==> src/rtl/wf68k30_l_top_if.sv <==
// Processor bus bundle: address/data, strobes, terminations and static status lines.
// master = processor side, slave = memory/system side.
interface wf68k30_l_top_if;
    logic [31:0] ADR_OUT;
    logic [31:0] DATA_IN;
    logic [31:0] DATA_OUT;
    logic        DATA_EN;
    logic        ASn;
    logic        DSn;
    logic        DBENn;
    logic        RWn;
    logic [1:0]  SIZE;
    logic [2:0]  FC_OUT;
    logic [1:0]  DSACKn;
    logic        STERMn;
    logic        BERRn;
    logic        HALT_INn;
    logic        HALT_OUTn;
    logic        BUS_EN;
    logic        RESET_OUT;
    logic        IPENDn;
    logic        RMCn;
    logic        ECSn;
    logic        OCSn;
    logic        STATUSn;
    logic        REFILLn;
    logic        BGn;
    logic        AVECn;
    logic [2:0]  IPLn;
    logic        BRn;
    logic        BGACKn;

    modport master (
        output ADR_OUT, DATA_OUT, DATA_EN, ASn, DSn, DBENn, RWn, SIZE, FC_OUT,
               HALT_OUTn, BUS_EN, RESET_OUT, IPENDn, RMCn, ECSn, OCSn, STATUSn, REFILLn, BGn,
        input  DATA_IN, DSACKn, STERMn, BERRn, HALT_INn, AVECn, IPLn, BRn, BGACKn
    );

    modport slave (
        input  ADR_OUT, DATA_OUT, DATA_EN, ASn, DSn, DBENn, RWn, SIZE, FC_OUT,
               HALT_OUTn, BUS_EN, RESET_OUT, IPENDn, RMCn, ECSn, OCSn, STATUSn, REFILLn, BGn,
        output DATA_IN, DSACKn, STERMn, BERRn, HALT_INn, AVECn, IPLn, BRn, BGACKn
    );
endinterface

==> src/rtl/wf68k30_l_top.sv <==
// Minimal 68030-style core: reset vector load, NOP / BRA.S / MOVE.L #imm,abs.L, halt on anything else.
// Each access is IDLE -> ACTIVE -> END; decode of a fetched opcode happens during the END cycle.
module wf68k30_l_top #(
    parameter bit NO_PIPELINE = 1'b0,
    parameter bit NO_LOOP     = 1'b0
) (
    input  logic                   CLK,
    input  logic                   RESET_IN,
    wf68k30_l_top_if.master        bus
);

    typedef enum logic [2:0] {RST_SSP, RST_PC, FETCH, DECODE, EXT, WRITE, HALT} state_t;
    typedef enum logic [1:0] {B_IDLE, B_ACTIVE, B_END} bus_t;

    state_t      st_q, st_d;
    bus_t        bus_q;
    logic [31:0] pc_q, pc_d, ssp_q, imm_q, ea_q, adr_q, dout_q, acc_adr;
    logic [15:0] op_q, word;
    logic [1:0]  cnt_q;
    logic [2:0]  fc_q, acc_fc;
    logic        strb_q, rw_q, den_q, halt_q, acc_rw, term;

    assign word = pc_q[1] ? bus.DATA_IN[15:0] : bus.DATA_IN[31:16];
    assign term = (bus.DSACKn != 2'b11) || !bus.STERMn;

    // Resolves a pending decode and picks the next access while the bus is between cycles.
    always_comb begin
        st_d = st_q;
        pc_d = pc_q;
        if (st_q == DECODE) begin
            if (op_q == 16'h4E71) begin
                st_d = FETCH;
            end else if (op_q[15:8] == 8'h60 && op_q[7:0] != 8'h00 && op_q[7:0] != 8'hFF) begin
                st_d = FETCH;
                pc_d = pc_q + {{24{op_q[7]}}, op_q[7:0]};
            end else if (op_q == 16'h23FC) begin
                st_d = EXT;
            end else begin
                st_d = HALT;
            end
        end
        if (st_d == FETCH && pc_d[0]) begin
            st_d = HALT;
        end
        case (st_d)
            RST_SSP: acc_adr = 32'h0000_0000;
            RST_PC:  acc_adr = 32'h0000_0004;
            WRITE:   acc_adr = ea_q;
            default: acc_adr = {pc_d[31:2], 2'b00};
        endcase
        acc_fc = (st_d == FETCH || st_d == EXT) ? 3'b110 : 3'b101;
        acc_rw = (st_d != WRITE);
    end

    always_ff @(posedge CLK or posedge RESET_IN) begin
        if (RESET_IN) begin
            st_q   <= RST_SSP;
            bus_q  <= B_IDLE;
            pc_q   <= '0;
            ssp_q  <= '0;
            imm_q  <= '0;
            ea_q   <= '0;
            op_q   <= '0;
            cnt_q  <= '0;
            adr_q  <= '0;
            dout_q <= '0;
            fc_q   <= 3'b101;
            strb_q <= 1'b1;
            rw_q   <= 1'b1;
            den_q  <= 1'b0;
            halt_q <= 1'b0;
        end else begin
            case (bus_q)
                B_ACTIVE: begin
                    if (!bus.BERRn) begin
                        bus_q  <= B_IDLE;
                        strb_q <= 1'b1;
                        den_q  <= 1'b0;
                        rw_q   <= 1'b1;
                        st_q   <= HALT;
                        halt_q <= 1'b1;
                    end else if (term) begin
                        bus_q  <= B_END;
                        strb_q <= 1'b1;
                        den_q  <= 1'b0;
                        rw_q   <= 1'b1;
                        case (st_q)
                            RST_SSP: begin
                                ssp_q <= bus.DATA_IN;
                                st_q  <= RST_PC;
                            end
                            RST_PC: begin
                                pc_q <= bus.DATA_IN;
                                st_q <= FETCH;
                            end
                            FETCH: begin
                                op_q <= word;
                                pc_q <= pc_q + 32'd2;
                                st_q <= DECODE;
                            end
                            EXT: begin
                                pc_q  <= pc_q + 32'd2;
                                cnt_q <= cnt_q + 2'd1;
                                case (cnt_q)
                                    2'd0: imm_q[31:16] <= word;
                                    2'd1: imm_q[15:0]  <= word;
                                    2'd2: ea_q[31:16]  <= word;
                                    default: begin
                                        ea_q[15:0] <= word;
                                        st_q       <= WRITE;
                                    end
                                endcase
                            end
                            WRITE:   st_q <= FETCH;
                            default: st_q <= HALT;
                        endcase
                    end
                end
                default: begin
                    st_q <= st_d;
                    pc_q <= pc_d;
                    if (st_d == HALT) begin
                        halt_q <= 1'b1;
                        bus_q  <= B_IDLE;
                    end else if (!bus.HALT_INn) begin
                        bus_q <= B_IDLE;
                    end else begin
                        bus_q  <= B_ACTIVE;
                        strb_q <= 1'b0;
                        adr_q  <= acc_adr;
                        fc_q   <= acc_fc;
                        rw_q   <= acc_rw;
                        den_q  <= !acc_rw;
                        if (!acc_rw) begin
                            dout_q <= imm_q;
                        end
                    end
                end
            endcase
        end
    end

    assign bus.ADR_OUT   = adr_q;
    assign bus.DATA_OUT  = dout_q;
    assign bus.DATA_EN   = den_q;
    assign bus.ASn       = strb_q;
    assign bus.DSn       = strb_q;
    assign bus.DBENn     = strb_q;
    assign bus.RWn       = rw_q;
    assign bus.SIZE      = 2'b00;
    assign bus.FC_OUT    = fc_q;
    assign bus.HALT_OUTn = ~halt_q;
    assign bus.BUS_EN    = ~RESET_IN;
    assign bus.RESET_OUT = 1'b0;
    assign bus.IPENDn    = 1'b1;
    assign bus.RMCn      = 1'b1;
    assign bus.ECSn      = 1'b1;
    assign bus.OCSn      = 1'b1;
    assign bus.STATUSn   = 1'b1;
    assign bus.REFILLn   = 1'b1;
    assign bus.BGn       = 1'b1;

    // SSP is loaded but never consumed by this instruction subset.
    logic unused_ok;
    assign unused_ok = ^{NO_PIPELINE, NO_LOOP, ssp_q, bus.AVECn, bus.IPLn, bus.BRn, bus.BGACKn};

endmodule

==> src/flat_wrapper.sv <==
// flat-port wrapper written by rule: the top's interface ports become plain ports
module wf68k30_l_top_flat 
#(
    parameter bit NO_PIPELINE = 1'b0,
    parameter bit NO_LOOP     = 1'b0
)
  (CLK, RESET_IN, bus_ADR_OUT, bus_DATA_OUT, bus_DATA_EN, bus_ASn, bus_DSn, bus_DBENn, bus_RWn, bus_SIZE, bus_FC_OUT, bus_HALT_OUTn, bus_BUS_EN, bus_RESET_OUT, bus_IPENDn, bus_RMCn, bus_ECSn, bus_OCSn, bus_STATUSn, bus_REFILLn, bus_BGn, bus_DATA_IN, bus_DSACKn, bus_STERMn, bus_BERRn, bus_HALT_INn, bus_AVECn, bus_IPLn, bus_BRn, bus_BGACKn);
  wf68k30_l_top_if bus_i ();
  input  logic CLK;
  input  logic RESET_IN;
  output wire logic [$bits(bus_i.ADR_OUT)-1:0] bus_ADR_OUT;
  output wire logic [$bits(bus_i.DATA_OUT)-1:0] bus_DATA_OUT;
  output wire logic [$bits(bus_i.DATA_EN)-1:0] bus_DATA_EN;
  output wire logic [$bits(bus_i.ASn)-1:0] bus_ASn;
  output wire logic [$bits(bus_i.DSn)-1:0] bus_DSn;
  output wire logic [$bits(bus_i.DBENn)-1:0] bus_DBENn;
  output wire logic [$bits(bus_i.RWn)-1:0] bus_RWn;
  output wire logic [$bits(bus_i.SIZE)-1:0] bus_SIZE;
  output wire logic [$bits(bus_i.FC_OUT)-1:0] bus_FC_OUT;
  output wire logic [$bits(bus_i.HALT_OUTn)-1:0] bus_HALT_OUTn;
  output wire logic [$bits(bus_i.BUS_EN)-1:0] bus_BUS_EN;
  output wire logic [$bits(bus_i.RESET_OUT)-1:0] bus_RESET_OUT;
  output wire logic [$bits(bus_i.IPENDn)-1:0] bus_IPENDn;
  output wire logic [$bits(bus_i.RMCn)-1:0] bus_RMCn;
  output wire logic [$bits(bus_i.ECSn)-1:0] bus_ECSn;
  output wire logic [$bits(bus_i.OCSn)-1:0] bus_OCSn;
  output wire logic [$bits(bus_i.STATUSn)-1:0] bus_STATUSn;
  output wire logic [$bits(bus_i.REFILLn)-1:0] bus_REFILLn;
  output wire logic [$bits(bus_i.BGn)-1:0] bus_BGn;
  input wire logic [$bits(bus_i.DATA_IN)-1:0] bus_DATA_IN;
  input wire logic [$bits(bus_i.DSACKn)-1:0] bus_DSACKn;
  input wire logic [$bits(bus_i.STERMn)-1:0] bus_STERMn;
  input wire logic [$bits(bus_i.BERRn)-1:0] bus_BERRn;
  input wire logic [$bits(bus_i.HALT_INn)-1:0] bus_HALT_INn;
  input wire logic [$bits(bus_i.AVECn)-1:0] bus_AVECn;
  input wire logic [$bits(bus_i.IPLn)-1:0] bus_IPLn;
  input wire logic [$bits(bus_i.BRn)-1:0] bus_BRn;
  input wire logic [$bits(bus_i.BGACKn)-1:0] bus_BGACKn;
  assign bus_ADR_OUT = bus_i.ADR_OUT;
  assign bus_DATA_OUT = bus_i.DATA_OUT;
  assign bus_DATA_EN = bus_i.DATA_EN;
  assign bus_ASn = bus_i.ASn;
  assign bus_DSn = bus_i.DSn;
  assign bus_DBENn = bus_i.DBENn;
  assign bus_RWn = bus_i.RWn;
  assign bus_SIZE = bus_i.SIZE;
  assign bus_FC_OUT = bus_i.FC_OUT;
  assign bus_HALT_OUTn = bus_i.HALT_OUTn;
  assign bus_BUS_EN = bus_i.BUS_EN;
  assign bus_RESET_OUT = bus_i.RESET_OUT;
  assign bus_IPENDn = bus_i.IPENDn;
  assign bus_RMCn = bus_i.RMCn;
  assign bus_ECSn = bus_i.ECSn;
  assign bus_OCSn = bus_i.OCSn;
  assign bus_STATUSn = bus_i.STATUSn;
  assign bus_REFILLn = bus_i.REFILLn;
  assign bus_BGn = bus_i.BGn;
  assign bus_i.DATA_IN = bus_DATA_IN;
  assign bus_i.DSACKn = bus_DSACKn;
  assign bus_i.STERMn = bus_STERMn;
  assign bus_i.BERRn = bus_BERRn;
  assign bus_i.HALT_INn = bus_HALT_INn;
  assign bus_i.AVECn = bus_AVECn;
  assign bus_i.IPLn = bus_IPLn;
  assign bus_i.BRn = bus_BRn;
  assign bus_i.BGACKn = bus_BGACKn;
  wf68k30_l_top #(.NO_PIPELINE(NO_PIPELINE), .NO_LOOP(NO_LOOP)) u_core (.CLK(CLK), .RESET_IN(RESET_IN), .bus(bus_i));
endmodule
==> config.mk <==
export PLATFORM = sky130hd
export DESIGN_NAME = wf68k30_l_top_flat
export DESIGN_NICKNAME = d
export VERILOG_FILES = /design/src/rtl/wf68k30_l_top_if.sv /design/src/rtl/wf68k30_l_top.sv /design/src/flat_wrapper.sv
export SDC_FILE = /design/constraint.sdc
export NUM_CORES = 1
export LEC_CHECK = 0
export ABC_AREA = 1
export ABC_CLOCK_PERIOD_IN_PS = 7000
export CORE_MARGIN = 4
export CORE_UTILIZATION = 58
export CTS_CLUSTER_DIAMETER = 60
export CTS_CLUSTER_SIZE = 10
export DETAILED_ROUTE_END_ITERATION = 7
export PLACE_DENSITY = 0.84
export SKIP_LAST_GASP = 1
export SLEW_MARGIN = 20
export SYNTH_ARGS = -nofsm -noshare
export SYNTH_HDL_FRONTEND = slang
export SYNTH_SLANG_ARGS = --single-unit
==> constraint.sdc <==
create_clock -name CLK -period 7 [get_ports CLK]
set_input_delay 1.4 -clock CLK [delete_from_list [all_inputs] [get_ports CLK]]
set_output_delay 1.4 -clock CLK [all_outputs]
set_load 0.05 [all_outputs]
==> summary.md, run 1 <==
| Metric | Value |
|---|---|
| Outcome | finished, final reports clean |
| DR vias/cell | between 5 and 6 |
| Combinational family with the most area after synthesis | simple AND/OR/NAND/NOR gates |
| Fin cells | 2,156 |
| CTS resizes | 0 |
| Share of async-settable or async-resettable flops after synthesis | 100% |
| WS Path Type | input pin to primary output |
| Hold buffers post-CTS | 0 |
| Met3 WL post-DR | about 3.5 mm |
| I/O Pins | 129 |
| Relative slew slack | between 10% and 20% |
| Ant. Diodes | 0 |
| Final setup vio count | 0 |
| Power consumption | 7.61 mW |
| Layout Nets | slightly below 2,000 |
| Most frequent cells in the layout | nand2_1, inv_1, dfrtp_1, nand3_1, nor2_1 |
| Worst reg2reg path depth | 12 |
| Worst hold stages | 2 |
| Adder-Cell Fraction of Synth Area | ~3.9% |
| Peak VDD IR | approximately 330 uV |
| Worst Path Max Fanout | a little over 60 |
| Reg2Reg Setup Slack | roughly 3.6 ns |
| Syn. warnings | 0 |
| Setup TNS | 0 ns |
| Simple-gate share of the synthesized area | 31.7% |
| Avg WL per Cell | roughly 19 um |
| Layout Skew | 0.0197 ns |
| Fillers | between 1,500 and 2,000 |
| Final worst setup slack | about 2.4 ns |
| Die height | roughly 150 um |
| Final GP Congestion | 0.992 |
| DRT Wirelength | ~41 mm |
| Mux cell area share after synthesis | under 10% |
| Setup bufs post-CTS | 0 |
| Place WS | roughly 2.4 ns |
| Top post-synthesis cells by area | dfrtp_1, nand2_1, inv_1, nand3_1, o21ai_0 |
| H-tree depth | 4 |
| Post-synth EDFFs | 0 |
| Final core area utilization | between 60% and 70% |
| Chip Width | between 150 and 200 um |
| Fin crit share | ~66% |
| Worst min-delay path endpoint | u_core.bus.FC_OUT[0] |
| Commonest non-fill, non-tap cell in the layout | nand2_1 |
| Crit path launch | RESET_IN |
| WL met1 | 17.1 mm |
| Synth Area in Compound Gates | between 10% and 20% |
| Area growth syn-to-layout | 16.2% |
| CP Launch Type | input pin |
| Vias in the first global route | approximately 12,000 |
| Total number of vias | about 12,000 |
| Initial core utilization | between 50% and 60% |
| Avg Cell Area, Syn | 6.88 sq um |
| Fin crit period | 4.60 ns |
| Slew @ Worst Pin | 1.25 ns |
| Design Area, Final | between 10,000 and 15,000 sq um |
| Required @ worst endpoint | around 5.6 ns |
| Overall routing resource usage | between 30% and 40% |
| Clock Latency Late Sink | about 0.45 ns |
| Synthesized area | roughly 12,000 sq um |
| Count of final hold-check violations | 0 |
| Yosys cell types | 45 |
| DRT antenna net count | 0 |
| Hold path start | u_core.bus.FC_OUT[0] |
| Overflow after GRT | 0 |
| Largest net degree at the start of global routing | 70 |
| CTS buffer count | 17 |
| Max_cap viols | 0 |
| Peak Freq | approximately 220 MHz |
| Synth Area in XOR/XNOR | ~1.0% |
| #FFs+latches synth | between 150 and 200 |
| CTS sink count | 189 |
| Core box area | 20,500 sq um |
| Sequential area share after synthesis | 38.7% |
| Mapped Cells | between 1,500 and 2,000 |
| CTS max path bufs | 2 |
| Drt first pass iters | 7 |
| Crit path DAT | between 3 and 4 ns |
| Critical Path End Type | primary output |
| Met2 Routed Length | 18.6 mm |
| Number of core rows | 52 |
| Leak | 7.33 nW |
| CTS tree | yes |
| Clock transition at the registers of the reported paths | about 0.08 ns |
| Placed cells | approximately 2,100 |
| Most area-hungry cell type in the Yosys netlist | dfrtp_1 |
| Slew Limit Fails | 0 |
| Initial antenna violation count | 0 |
| Fraction of final layout cells sized beyond drive strength 1 | 6.15% |
| Hpwl dp | approximately 30 mm |
| DIE AREA | around 23,000 sq um |
| Reg-to-reg startpoint | u_core.st_q[2] |
| Uppermost layer routed | met4 |
| Crit Reg-Reg Endpoint | u_core.bus.ADR_OUT[21] |
| Clock Tree Root | clkbuf_16 |
| Final hold slack | 0.470 ns |
| Post-synth top area share | a little under two fifths |
| Worst min-delay path class | register to register |
| First-pass GRT wire length | approximately 65 mm |
| RSZ-0062 raised after global routing | false |
| DRC | 0 |
| Placed cell areas | between 10,000 and 15,000 sq um |
| Pwr/cell area | roughly 540 nW/um^2 |
| IO buf count | approximately 110 |
| Synth Flop Type | dfrtp_1 |
| DRT iter0 DRCs | 1,499 |
==> power by group <==
part	switching, mW	leakage, nW	total, mW	internal (mW)
clock	0.516	0.313	1.07	0.555
combinational	3.24	4.81	4.68	1.45
sequential	0.372	2.20	1.86	1.49
total	4.13	7.33	7.61	3.49
==> how the worst max path moves through the flow <==
stage	cells after the start	end	slack, ns
after floorplan	1	bus_BUS_EN	0.04
after global placement	3	bus_BUS_EN	2.38
after detailed placement	3	bus_BUS_EN	2.38
after CTS	3	bus_BUS_EN	2.38
after global routing	3	bus_BUS_EN	2.33
final	3	bus_BUS_EN	2.40
==> flip-flops by register name, indices dropped and copies added (netlist names) <==
register,flops
u_core.ea_q,32
u_core.halt_q,1
u_core.bus.DATA_OUT,32
u_core.imm_q,32
u_core.bus.RWn,1
u_core.bus.FC_OUT,2
u_core.bus.DATA_EN,1
u_core.bus.ADR_OUT,32
u_core.bus_q,2
u_core.bus.ASn,1
u_core.st_q,3
u_core.cnt_q,2
u_core.pc_q,32
u_core.op_q,16
==> worst max-delay path: stages <==
cell	delay (ns)
clkdlybuf4s50_1	0.49
inv_8	0.36
clkdlybuf4s50_1	0.89
==> synth_stat cells, types with 2 or more instances <==
master      n
o211ai_1   14
and2_1      2
o221ai_1   10
nor2_1    135
nor3_1     21
o21ai_1     8
inv_1     260
conb_1      2
mux2_2     29
dfrtp_1   186
a31oi_1     6
and3_1      2
ha_1       36
nand3_1   142
nor4_1      3
buf_2      18
dfstp_2     3
a21oi_1    71
clkbuf_1   28
inv_2       6
nand2_2     3
o21ai_0   113
nand2_1   582
nand4_1    22
buf_4      17
a22oi_1    13
xnor2_1     8
xor2_1      6
or2_2       4
nor2_4      4
nor2_2      7
o21bai_1    2
o311ai_0    2
==> per-layer routing <==
| metal | vias up | track usage (%) |
|---|---|---|
| met5 | - | 0 |
| met4 | 0 | 13.4 |
| met3 | 117 | 5.77 |
| met2 | 654 | 55.1 |
| met1 | 5773 | 48.5 |
| li1 | 5827 | - |
==> kinds of logic (layout without fill, tap and decap cells) <==
logic type | count (synthesis) | in the layout
flops | 189 | 189
other cells | 2 | 11
simple gates | 932 | 932
compound gates | 243 | 243
mux | 29 | 29
buf+inv | 331 | 431
fa+ha+maj | 37 | 37
xor+xnor | 14 | 14
==> area by class of cell <==
class                           instances  area [sq um]  area share (%)
Clock buffer                           17           425            3.00
Clock inverter                         15           220            1.55
Inverter                              267          1010            7.13
Multi-Input combinational cell       1266          6200            43.7
Sequential cell                       189          4730            33.3
Tap cell                              270           338            2.38
Timing Repair Buffer                  132          1270            8.94
(Power assumes the default switching activity.)
==> inputs of run 2 (changes only) <==
--- a/config.mk
+++ b/config.mk
@@ -6,13 +6,13 @@
 export NUM_CORES = 1
 export LEC_CHECK = 0
 export ABC_AREA = 1
-export ABC_CLOCK_PERIOD_IN_PS = 7000
+export ABC_CLOCK_PERIOD_IN_PS = 3800
 export CORE_MARGIN = 4
-export CORE_UTILIZATION = 58
+export CORE_UTILIZATION = 52
 export CTS_CLUSTER_DIAMETER = 60
 export CTS_CLUSTER_SIZE = 10
 export DETAILED_ROUTE_END_ITERATION = 7
-export PLACE_DENSITY = 0.84
+export PLACE_DENSITY = 0.8
 export SKIP_LAST_GASP = 1
 export SLEW_MARGIN = 20
 export SYNTH_ARGS = -nofsm -noshare
==> constraint.sdc (replaced) <==
create_clock -name CLK -period 3.8 [get_ports CLK]
set_input_delay 0.76 -clock CLK [delete_from_list [all_inputs] [get_ports CLK]]
set_output_delay 0.76 -clock CLK [all_outputs]
set_load 0.05 [all_outputs]
==> run 2 against run 1 <==
Power increased by 80%. Clock power increased by 68%. First-iteration DRC count decreased by 11%. Register-to-register slack got worse by 2.8 ns.
==> summary.md, run 2 (synthesis results as in run 1) <==
| Metric | Value |
|---|---|
| First-pass GRT wire length | 62.6 mm (was 64.6 mm) |
| CP peak stage delay | 0.68 ns (was 0.89 ns) |
| Final core area utilization | 62.5% (was 69.3%) |
| Largest net degree at the start of global routing | 190 (was 70) |
| Hold buffers post-CTS | 0 (unchanged) |
| Slew @ Worst Pin | 1.21 ns (was 1.25 ns) |
| Peak Freq | approximately 330 MHz |
| DRT iter0 DRCs | 1,332 (was 1,499) |
| Critical Path End Type | register (was primary output) |
| Pwr/cell area | 962 nW/um^2 (was 536 nW/um^2) |
| H-tree depth | 4 (unchanged) |
| Setup bufs post-CTS | 0 (unchanged) |
| Final setup vio count | 0 (unchanged) |
| Most frequent cells in the layout | nand2_1, inv_1, dfrtp_1, nand3_1, nor2_1 (unchanged) |
| Fin crit period | 3.05 ns |
| Peak VDD IR | 544 uV (was 333 uV) |
| Final worst setup slack | 0.753 ns (was 2.40 ns) |
| Placed cells | 2,173 (was 2,124) |
| Cells along the critical path | ha_1 -> inv_1 -> fa_1 -> inv_1 -> nand3_1 -> nand3_1 -> nand3_1 -> nand3_1 -> nor2_1 -> o21ai_0 -> nand3_1 -> nand2_1 -> nand2_1 -> nand2_1 (was clkdlybuf4s50_1 -> inv_8 -> clkdlybuf4s50_1) |
| Worst min-delay path class | register to register (unchanged) |
| Die height | 161 um (was 153 um) |
| WS Path Type | register to register (was input pin to primary output) |
| Worst hold stages | 2 (unchanged) |
| CTS tree | yes (unchanged) |
| CTS buffer count | 17 (unchanged) |
| Worst reg2reg path depth | 14 (was 12) |
| Outcome | finished, final reports clean (unchanged) |
| Clock Tree Root | clkbuf_16 (unchanged) |
| Clock Latency Late Sink | 0.44 ns (was 0.45 ns) |
| Fin cells | 2,206 (was 2,156) |
| DRT antenna net count | 0 (unchanged) |
| Layout Skew | 0.0153 ns (was 0.0197 ns) |
| Crit path DAT | 3.42 ns (was 3.20 ns) |
| Fin crit share | between 80% and 90% |
| Initial core utilization | 53.5% (was 59.6%) |
| Design Area, Final | 14,300 sq um (was 14,200 sq um) |
| DRC | 0 (unchanged) |
| Leak | 7.33 nW (about the same) |
| IO buf count | 111 (unchanged) |
| DR vias/cell | 5.50 (was 5.74) |
| Place WS | 0.939 ns (was 2.38 ns) |
| Area of the multi-input gates | 6200 sq um (about the same) |
| Commonest non-fill, non-tap cell in the layout | nand2_1 (unchanged) |
| Fraction of final layout cells sized beyond drive strength 1 | 6.45% (was 6.15%) |
| DIE AREA | 26,000 sq um (was 23,500 sq um) |
| Setup TNS | 0 ns (unchanged) |
| Total number of vias | 12,100 (was 12,400) |
| Fillers | 2,141 (was 1,767) |
| CTS sink count | 189 (unchanged) |
| Crit path top cell by count | nand3_1 (was clkdlybuf4s50_1) |
| Number of core rows | 55 (was 52) |
| Clock transition at the registers of the reported paths | 0.08 ns (about the same) |
| Layout Nets | 1,962 (was 1,955) |
| CTS resizes | 0 (unchanged) |
| RSZ-0062 raised after global routing | false (unchanged) |
| Required @ worst endpoint | 4.18 ns (was 5.60 ns) |
| Final GP Congestion | 0.988 (was 0.992) |
| Overall routing resource usage | 30.7% (was 34.9%) |
| CTS max path bufs | 2 (unchanged) |
| Avg WL per Cell | 18.1 um (was 19.0 um) |
| Overflow after GRT | 0 (unchanged) |
| I/O Pins | 129 (unchanged) |
| Relative slew slack | 18.6% (was 15.8%) |
| Count of final hold-check violations | 0 (unchanged) |
| Slew Limit Fails | 0 (unchanged) |
| Chip Width | 161 um (was 153 um) |
| DRT Wirelength | 39.9 mm (was 41.0 mm) |
| Hpwl dp | 29.7 mm (was 30.3 mm) |
| Max_cap viols | 0 (unchanged) |
| Initial antenna violation count | 1 (was 0) |
| Vias in the first global route | 11,500 (was 11,700) |
| Core box area | 22,800 sq um (was 20,500 sq um) |
| Area growth syn-to-layout | 16.8% (was 16.2%) |
| Slowest CP cell | o21ai_0 (was clkdlybuf4s50_1) |
| Placed cell areas | 13,700 sq um (was 13,500 sq um) |
| CP Launch Type | register (was input pin) |
| Worst Path Max Fanout | 5 (was 61) |
| Drt first pass iters | 5 (was 7) |
| Reg area | 4730 sq um (unchanged) |
==> run 2: changes by cell type in the layout (fill, tap and decap cells not counted), moves of 2 or more <==
| cell | previous run | this run |
|---|---|---|
| buf_4 | 21 | 27 |
| bufinv_16 | 2 | 0 |
| clkinvlp_4 | 0 | 3 |
| o21ai_0 | 107 | 109 |
==> run 2: area by class of cell <==
class,instances,area share (%)
Tap cell,313,2.74
Multi-Input combinational cell,1266,43.4
Sequential cell,189,33.2
Inverter,267,7.06
Clock buffer,17,2.98
Timing Repair Buffer,139,9.47
Antenna cell,1,0.0175
Clock inverter,14,1.17
==> run 2: metrics by stage <==
| stage | power [mW] | hold slack, ns |
|---|---|---|
| floorplan | 9.29 | 0.478 |
| global placement | 11.6 | 0.452 |
| detailed placement | 11.8 | 0.464 |
| CTS | 13.7 | 0.484 |
| global route | 14.9 | 0.495 |
| finish | 13.7 | 0.480 |
==> run 2: final timing paths <==
check,start,to,slack [ns]
hold reg to reg,u_core.bus.ADR_OUT[12],u_core.bus.ADR_OUT[12],0.48
min in group asynchronous,RESET_IN,u_core.bus.DATA_OUT[25],0.78
setup reg to reg,u_core.op_q[0],u_core.bus.ADR_OUT[12],0.75
hold / removal,u_core.bus.ADR_OUT[12],u_core.bus.ADR_OUT[12],0.48
setup / recovery,u_core.op_q[0],u_core.bus.ADR_OUT[12],0.75
max in group asynchronous,RESET_IN,u_core.pc_q[22],2.07
==> run 2: critical path: cells and delay by family (launching register included) <==
| kind | cells | cell delay, ns |
|---|---|---|
| flops | 1 | 0.45 |
| fa+ha+maj | 2 | 0.66 |
| buf+inv | 2 | 0.19 |
| simple gates | 9 | 1.00 |
| compound gates | 1 | 0.68 |
==> run 2: layer usage <==
metal / wire, um / up-vias / global-route usage (%)
met3: 3360 / 127 / 5.92
li1: - / 5850 / -
met4: 2360 / 0 / 16.7
met5: 0 / - / 0
met1: 16400 / 5590 / 40.7
met2: 17700 / 577 / 47.8
==> run 2: power breakdown <==
part / internal, mW / leakage [nW] / switching (mW)
logic: 2.69 / 4.85 / 5.83
clock network: 0.888 / 0.282 / 0.910
registers: 2.74 / 2.20 / 0.681
